===== src/rtl/cpu_types_pkg.sv =====
// Shared CPU datapath types plus the forwarding-unit FSM state encoding.
// Default widths of the forwarding unit come from word_t and regbits_t.
package cpu_types_pkg;

    localparam int unsigned WordW = 32;
    localparam int unsigned RegW  = 5;

    typedef logic [WordW-1:0] word_t;
    typedef logic [RegW-1:0]  regbits_t;

    typedef enum logic [1:0] {
        StRun      = 2'd0,
        StLoadWait = 2'd1,
        StHeld     = 2'd2
    } fwd_state_t;

endpackage


===== src/rtl/fwd_operand_sel.sv =====
// Combinational bypass mux for one consumer operand: youngest matching producer wins,
// and the unresolved flag marks a dependence on stage-0 load data that has not arrived.
module fwd_operand_sel
    import cpu_types_pkg::*;
#(
    parameter int unsigned NFWD  = 2,
    parameter int unsigned REGW  = $bits(regbits_t),
    parameter int unsigned DATAW = $bits(word_t)
) (
    input  logic                    used,
    input  logic [REGW-1:0]         sel,
    input  logic [DATAW-1:0]        rf,
    input  logic                    cap_valid,
    input  logic [NFWD-1:0]         prod_wen,
    input  logic [NFWD*REGW-1:0]    prod_wsel,
    input  logic [NFWD-1:0]         prod_is_load,
    input  logic [NFWD*DATAW-1:0]   prod_data,
    input  logic [DATAW-1:0]        load_data,
    input  logic                    load_ready,
    input  logic [DATAW-1:0]        wb_load_data,
    output logic [DATAW-1:0]        value,
    output logic                    unresolved
);

    logic [NFWD-1:0] match;

    always_comb begin
        match = '0;
        for (int k = 0; k < int'(NFWD); k++) begin
            match[k] = prod_wen[k]
                    && (prod_wsel[k*REGW +: REGW] != '0)
                    && (prod_wsel[k*REGW +: REGW] == sel);
        end
    end

    // Walk oldest to youngest so the youngest match overwrites everything older.
    always_comb begin
        value = rf;
        for (int k = int'(NFWD) - 1; k >= 0; k--) begin
            if (match[k]) begin
                if (prod_is_load[k] && k == 0) begin
                    value = load_data;
                end else if (prod_is_load[k] && k == int'(NFWD) - 1) begin
                    value = wb_load_data;
                end else begin
                    value = prod_data[k*DATAW +: DATAW];
                end
            end
        end
    end

    // Older stages may hold the same register, but only the youngest match is architecturally
    // correct, so an outstanding stage-0 load blocks the operand.
    always_comb begin
        unresolved = used && match[0] && prod_is_load[0] && !load_ready && !cap_valid;
    end

endmodule


===== src/rtl/fwd_hazard_unit.sv =====
// Operand forwarding and load-use hazard unit: per-operand bypass muxes, a capture buffer
// that keeps forwarded values stable across consumer holds, a state FSM and a stall counter.
module fwd_hazard_unit
    import cpu_types_pkg::*;
#(
    parameter int unsigned NSRC  = 3,
    parameter int unsigned NFWD  = 2,
    parameter int unsigned REGW  = $bits(regbits_t),
    parameter int unsigned DATAW = $bits(word_t),
    parameter int unsigned CNTW  = 16
) (
    input  logic                    CLK,
    input  logic                    nRST,
    input  logic                    flush,
    input  logic                    consumer_hold,
    input  logic [NSRC-1:0]         src_used,
    input  logic [NSRC*REGW-1:0]    src_sel,
    input  logic [NSRC*DATAW-1:0]   src_rf,
    input  logic [NFWD-1:0]         prod_wen,
    input  logic [NFWD*REGW-1:0]    prod_wsel,
    input  logic [NFWD-1:0]         prod_is_load,
    input  logic [NFWD*DATAW-1:0]   prod_data,
    input  logic [DATAW-1:0]        load_data,
    input  logic                    load_ready,
    input  logic [DATAW-1:0]        wb_load_data,
    output logic [NSRC*DATAW-1:0]   fwd_data,
    output logic                    stall_req,
    output logic [1:0]              fwd_state,
    output logic [CNTW-1:0]         stall_count
);

    logic [DATAW-1:0] sel_value [NSRC];
    logic [NSRC-1:0]  unresolved;

    logic [NSRC-1:0]  cap_valid_q, cap_valid_d;
    logic [DATAW-1:0] cap_data_q [NSRC];
    logic [DATAW-1:0] cap_data_d [NSRC];

    fwd_state_t       state_q, state_d;
    logic [CNTW-1:0]  count_q, count_d;

    for (genvar g = 0; g < NSRC; g++) begin : g_src
        fwd_operand_sel #(
            .NFWD  (NFWD),
            .REGW  (REGW),
            .DATAW (DATAW)
        ) u_sel (
            .used         (src_used[g]),
            .sel          (src_sel[g*REGW +: REGW]),
            .rf           (src_rf[g*DATAW +: DATAW]),
            .cap_valid    (cap_valid_q[g]),
            .prod_wen     (prod_wen),
            .prod_wsel    (prod_wsel),
            .prod_is_load (prod_is_load),
            .prod_data    (prod_data),
            .load_data    (load_data),
            .load_ready   (load_ready),
            .wb_load_data (wb_load_data),
            .value        (sel_value[g]),
            .unresolved   (unresolved[g])
        );
    end

    always_comb begin
        fwd_data = '0;
        for (int i = 0; i < int'(NSRC); i++) begin
            fwd_data[i*DATAW +: DATAW] = cap_valid_q[i] ? cap_data_q[i] : sel_value[i];
        end
    end

    assign stall_req = |unresolved;

    // Unresolved operands are not captured; they keep tracking until the load lands.
    always_comb begin
        cap_valid_d = cap_valid_q;
        for (int i = 0; i < int'(NSRC); i++) begin
            cap_data_d[i] = cap_data_q[i];
            if (flush || !consumer_hold) begin
                cap_valid_d[i] = 1'b0;
            end else if (!cap_valid_q[i] && !unresolved[i]) begin
                cap_valid_d[i] = 1'b1;
                cap_data_d[i]  = sel_value[i];
            end
        end
    end

    always_comb begin
        state_d = StRun;
        if (flush) begin
            state_d = StRun;
        end else if (stall_req) begin
            state_d = StLoadWait;
        end else if (consumer_hold) begin
            state_d = StHeld;
        end
    end

    always_comb begin
        count_d = count_q;
        if (stall_req && (count_q != '1)) begin
            count_d = count_q + 1'b1;
        end
    end

    always_ff @(posedge CLK or negedge nRST) begin
        if (!nRST) begin
            cap_valid_q <= '0;
            for (int i = 0; i < int'(NSRC); i++) begin
                cap_data_q[i] <= '0;
            end
            state_q <= StRun;
            count_q <= '0;
        end else begin
            cap_valid_q <= cap_valid_d;
            for (int i = 0; i < int'(NSRC); i++) begin
                cap_data_q[i] <= cap_data_d[i];
            end
            state_q <= state_d;
            count_q <= count_d;
        end
    end

    assign fwd_state   = state_q;
    assign stall_count = count_q;

endmodule

===== config.mk =====
export PLATFORM = sky130hd
export DESIGN_NAME = fwd_hazard_unit
export DESIGN_NICKNAME = d
export VERILOG_FILES = /design/src/rtl/cpu_types_pkg.sv /design/src/rtl/fwd_operand_sel.sv /design/src/rtl/fwd_hazard_unit.sv
export SDC_FILE = /design/constraint.sdc
export NUM_CORES = 1
export LEC_CHECK = 0
export ABC_AREA = 1
export CAP_MARGIN = 20
export CORE_MARGIN = 8
export CORE_UTILIZATION = 49
export CTS_BUF_LIST = sky130_fd_sc_hd__clkbuf_8
export CTS_CLUSTER_SIZE = 8
export DETAILED_ROUTE_END_ITERATION = 12
export PLACE_DENSITY = 0.86
export SLEW_MARGIN = 20
export SYNTH_ARGS = -nofsm -noshare
export SYNTH_HDL_FRONTEND = slang
export SYNTH_SLANG_ARGS = --single-unit

===== constraint.sdc =====
create_clock -name CLK -period 2.6 [get_ports CLK]
set_clock_uncertainty 0.15 [all_clocks]
set_input_delay 0.26 -clock CLK [delete_from_list [all_inputs] [get_ports CLK]]
set_output_delay 0.26 -clock CLK [all_outputs]
set_load 0.03 [all_outputs]

==> run_summary.xml <==
<?xml version="1.0" encoding="UTF-8"?>
<metrics>
  <group name="run_status">
    <metric name="status" unit="">finished clean</metric>
  </group>
  <group name="synthesis">
    <metric name="synth.net_count" unit="">1757</metric>
    <metric name="ys_seq_area_frac" unit="">0.309</metric>
    <metric name="synth_area" unit="sq mm">0.00946</metric>
    <metric name="synth_top_area_frac" unit="">0.309</metric>
    <metric name="post_synth_num_cell_types" unit="">31</metric>
    <metric name="post_synthesis_cells" unit="">1495</metric>
    <metric name="synthDominantAreaCellType" unit="">dfrtp_1</metric>
    <metric name="avgSynthCellArea" unit="sq um">6.33</metric>
    <metric name="synth-seq-cells" unit="">117</metric>
    <metric name="post_synth_main_area_contributors" unit="">dfrtp_1 (31%), nand2_1 (27%), nand3_1 (21%)</metric>
    <metric name="synth-warning-count" unit="">0</metric>
  </group>
  <group name="worst_hold_path">
    <metric name="worst_hold_path_type" unit="">input port to async pin</metric>
  </group>
  <group name="power">
    <metric name="ir_worst_vdd" unit="uV">370</metric>
    <metric name="power.static_leakage" unit="nW">7.51</metric>
    <metric name="power.density_cell_area" unit="mW/mm^2">446</metric>
    <metric name="netSwitchingFraction" unit="">0.371</metric>
    <metric name="cellInternalPower" unit="W">0.00415</metric>
    <metric name="total_switching_power" unit="W">0.00245</metric>
    <metric name="clock_power_share" unit="">0.276</metric>
    <metric name="comb_power_frac" unit="">0.389</metric>
    <metric name="seq_power_share" unit="">0.335</metric>
  </group>
  <group name="worst_setup_path">
    <metric name="critical_path_buf_inv_count" unit="">3</metric>
    <metric name="worstSetupStartpointType" unit="">input port</metric>
    <metric name="worstSetupStartpoint" unit="">src_sel[8]</metric>
    <metric name="worst_path_dominant_cell_family" unit="">buffers and inverters</metric>
    <metric name="type_of_the_worst_setup_path" unit="">input port to output port</metric>
    <metric name="reg2reg_slack" unit="ns">0.57</metric>
    <metric name="worst_r2r_startpoint" unit="">cap_valid_q[1]</metric>
    <metric name="critPathSlowestCell" unit="">clkdlybuf4s50_1</metric>
    <metric name="cp.arrival" unit="ns">2.10</metric>
    <metric name="maximum_fanout_along_the_worst_path" unit="">10</metric>
    <metric name="crit_required" unit="ns">2.19</metric>
    <metric name="timing.critical_path.to_type" unit="">output port</metric>
    <metric name="cp_slowest_stage_delay" unit="ns">0.47</metric>
    <metric name="critPathCapture" unit="">fwd_data[48]</metric>
    <metric name="critical_path_cell_count" unit="">10</metric>
    <metric name="crit_path_cell_trace" unit="">clkdlybuf4s50_1 -&gt; xor2_1 -&gt; nor3_4 -&gt; nand2_2 -&gt; buf_12 -&gt; nand2_1 -&gt; nand3_1 -&gt; nand3_1 -&gt; nand2_1 -&gt; buf_4</metric>
    <metric name="worst-r2r-cell-count" unit="">8</metric>
    <metric name="worst_r2r_endpoint" unit="">stall_count[14]</metric>
  </group>
  <group name="grt">
    <metric name="vias_in_the_first_global_route" unit="">12300</metric>
    <metric name="grt_start_max_net_pins" unit="">38</metric>
    <metric name="grt_remaining_overflow" unit="">0</metric>
    <metric name="grt_first_pass_wirelength" unit="um">67800</metric>
    <metric name="globalRouteTotalUtil" unit="">0.360</metric>
    <metric name="initial_antenna_violation_count" unit="">0</metric>
  </group>
  <group name="timing">
    <metric name="timing.setup.tns" unit="ns">0</metric>
    <metric name="worst-slew-pin-transition" unit="ns">0.693</metric>
    <metric name="timing.hold.ws" unit="ns">0.168</metric>
    <metric name="timing.final.setup_violations" unit="">0</metric>
    <metric name="fmax" unit="MHz">398</metric>
    <metric name="maxSlewHeadroom" unit="">0.525</metric>
    <metric name="hold_viol_final" unit="">0</metric>
    <metric name="finalCriticalPeriod" unit="ns">2.51</metric>
    <metric name="finalCritPeriodShare" unit="">0.965</metric>
    <metric name="setup_slack" unit="ns">0.0901</metric>
    <metric name="drv_slew" unit="">0</metric>
  </group>
  <group name="die">
    <metric name="floorplan.die.width" unit="um">155</metric>
    <metric name="design.die.area" unit="sq mm">0.0240</metric>
    <metric name="floorplan.die.height" unit="um">155</metric>
    <metric name="design.core.area" unit="sq mm">0.0192</metric>
    <metric name="row_count" unit="">51</metric>
    <metric name="initial_utilization" unit="">0.493</metric>
    <metric name="ios" unit="">376</metric>
  </group>
  <group name="placed_design">
    <metric name="routabilityCongestion" unit="">1.01</metric>
    <metric name="detailed_place_hpwl" unit="um">34200</metric>
    <metric name="dp_slack" unit="ns">-0.0956</metric>
    <metric name="dp.cells" unit="">2129</metric>
    <metric name="place.port_buffers" unit="">375</metric>
  </group>
  <group name="cts">
    <metric name="clock_tree.htree_level_count" unit="">4</metric>
    <metric name="tritoncts_buffer_count" unit="">17</metric>
    <metric name="post_cts_clock_slew_at_the_launch_and_capture_registers_of_the_worst_setup_and_hold_paths" unit="ns">0.09</metric>
    <metric name="root_buffer" unit="">clkbuf_8</metric>
    <metric name="clk_path_buf_depth" unit="">2</metric>
    <metric name="clk-insertion-delay-late" unit="ns">0.45</metric>
    <metric name="cts_tree" unit="">done</metric>
    <metric name="clkSinkCount" unit="">117</metric>
  </group>
  <group name="cells_and_area">
    <metric name="design.final.nets" unit="">2154</metric>
    <metric name="area_growth_syn_to_layout" unit="%">56.4</metric>
    <metric name="antenna_cells" unit="">0</metric>
    <metric name="num-fill-cells" unit="">1425</metric>
    <metric name="drive_gt1_frac" unit="">0.171</metric>
    <metric name="layout_commonest_cell" unit="">nand2_1</metric>
    <metric name="most-common-layout-cells" unit="">nand2_1 (656), nand3_1 (385), clkdlybuf4s50_1 (260)</metric>
    <metric name="layout.cells.non_filler" unit="">2170</metric>
  </group>
  <group name="route">
    <metric name="num_vias" unit="">12500</metric>
    <metric name="drt_pre_antenna_iters" unit="">8</metric>
    <metric name="wirelength" unit="um">45100</metric>
    <metric name="drt-vias-per-instance" unit="">5.76</metric>
    <metric name="detailed_router_s_first_iteration_violation_count" unit="">1506</metric>
    <metric name="drc" unit="">0</metric>
    <metric name="drtAntennaViolNets" unit="">0</metric>
    <metric name="post_drt_wl_per_cell" unit="um">20.8</metric>
  </group>
  <group name="run">
    <metric name="max_cap_viol_count" unit="">0</metric>
  </group>
</metrics>
==> final cells by class <==
type                    instances  area [sq um]  area share
multi-input cells            1224          5970       0.403
repair buffers                473          4930       0.333
well taps                     265           332      0.0224
clock inverters                15           180      0.0122
inverters                      59           226      0.0153
flip-flops and latches        117          2930       0.198
clock buffers                  17           234      0.0158
==> flip-flops by register name (all words and copies together), names as in the netlist <==
| register | flops |
|---|---|
| stall_count | 16 |
| cap_valid_q | 3 |
| fwd_state | 2 |
| cap_data_q | 96 |
==> metal layers <==
layer  GRT usage  share of wire  up-vias
met5           0              0        -
met4       0.194          0.057        0
li1            -              -     5682
met1       0.418           0.35     5717
met3      0.0963           0.12      199
met2       0.598           0.47      900
==> cell families (layout without fill, tap and decap cells) <==
| kind of cell | Yosys count | after routing | share of synthesized area |
|---|---|---|---|
| AOI/OAI and AO/OA | 4 | 4 | 0.00278 |
| xor gates and xnor gates | 21 | 21 | 0.0194 |
| muxes | 64 | 64 | 0.0719 |
| and+or+nand+nor | 1134 | 1134 | 0.522 |
| adders and majority gates | 1 | 1 | 0.00132 |
| DFF | 117 | 117 | 0.309 |
| buffers and inverters | 154 | 564 | 0.0734 |
==> synth_stat cells <==
| cell type | number |
|---|---|
| xnor2_1 | 10 |
| buf_6 | 6 |
| buf_2 | 45 |
| nand2_4 | 1 |
| inv_1 | 44 |
| clkinv_1 | 4 |
| buf_1 | 12 |
| or2_0 | 1 |
| nand4_1 | 8 |
| mux2_2 | 32 |
| mux2i_1 | 32 |
| xor2_1 | 11 |
| inv_4 | 1 |
| nor2_1 | 26 |
| nor2_2 | 3 |
| ha_1 | 1 |
| nand3_1 | 395 |
| clkbuf_1 | 28 |
| nor3_4 | 3 |
| buf_4 | 3 |
| o21ai_1 | 1 |
| nor3_1 | 5 |
| nand2_2 | 8 |
| nand3b_1 | 4 |
| inv_2 | 10 |
| clkbuf_2 | 1 |
| a31oi_1 | 2 |
| nand3_2 | 11 |
| nand2_1 | 669 |
| o21ai_2 | 1 |
| dfrtp_1 | 117 |
==> how the worst min path moves through the flow <==
stage	startpoint	to	slack, ns
2_1_floorplan	nRST	cap_data_q[0]	-0.19
3_3_place_gp	nRST	cap_data_q[77]	0.12
3_5_place_dp	nRST	cap_data_q[77]	0.12
4_1_cts	nRST	cap_data_q[77]	0.16
5_1_grt	nRST	cap_data_q[77]	0.22
6_report	nRST	cap_data_q[77]	0.17
==> what timing repair did <==
action                                  in CTS  in global routing
endpoints found under the setup margin      68                 96
setup buffers                                0                  5
hold endpoints to repair                    34                  0
resized for setup                            7                 70
pin swaps                                    2                 16
hold buffers                                 1                  0
cloned                                       0                  4
==> metrics by stage <==
stage,cell area [sq um],util,power [W]
2_1_floorplan,9460,-,0.00343
3_3_place_gp,14000,0.728,0.00467
3_5_place_dp,14000,0.728,0.00471
4_1_cts,14400,0.750,0.00652
5_1_grt,14800,0.770,0.00688
6_report,14800,0.770,0.00661
==> worst reg2reg max path, cell delays in order (launching register included) <==
cell	delay, ns
dfrtp_1	0.35
clkinv_1	0.42
nand4_1	0.34
nand3_2	0.22
buf_12	0.23
nand2_1	0.07
nand2_1	0.05
nand2_1	0.06
inv_1	0.04
==> power groups by stage <==
stage	registers (W)	clock network (W)	logic, W
floorplan	0.00222	0	0.00121
global placement	0.00222	0	0.00245
detailed placement	0.00224	0	0.00248
CTS	0.00221	0.00182	0.00249
global route	0.00224	0.00190	0.00273
finish	0.00221	0.00182	0.00257
Power figures use the tool's default switching activity.
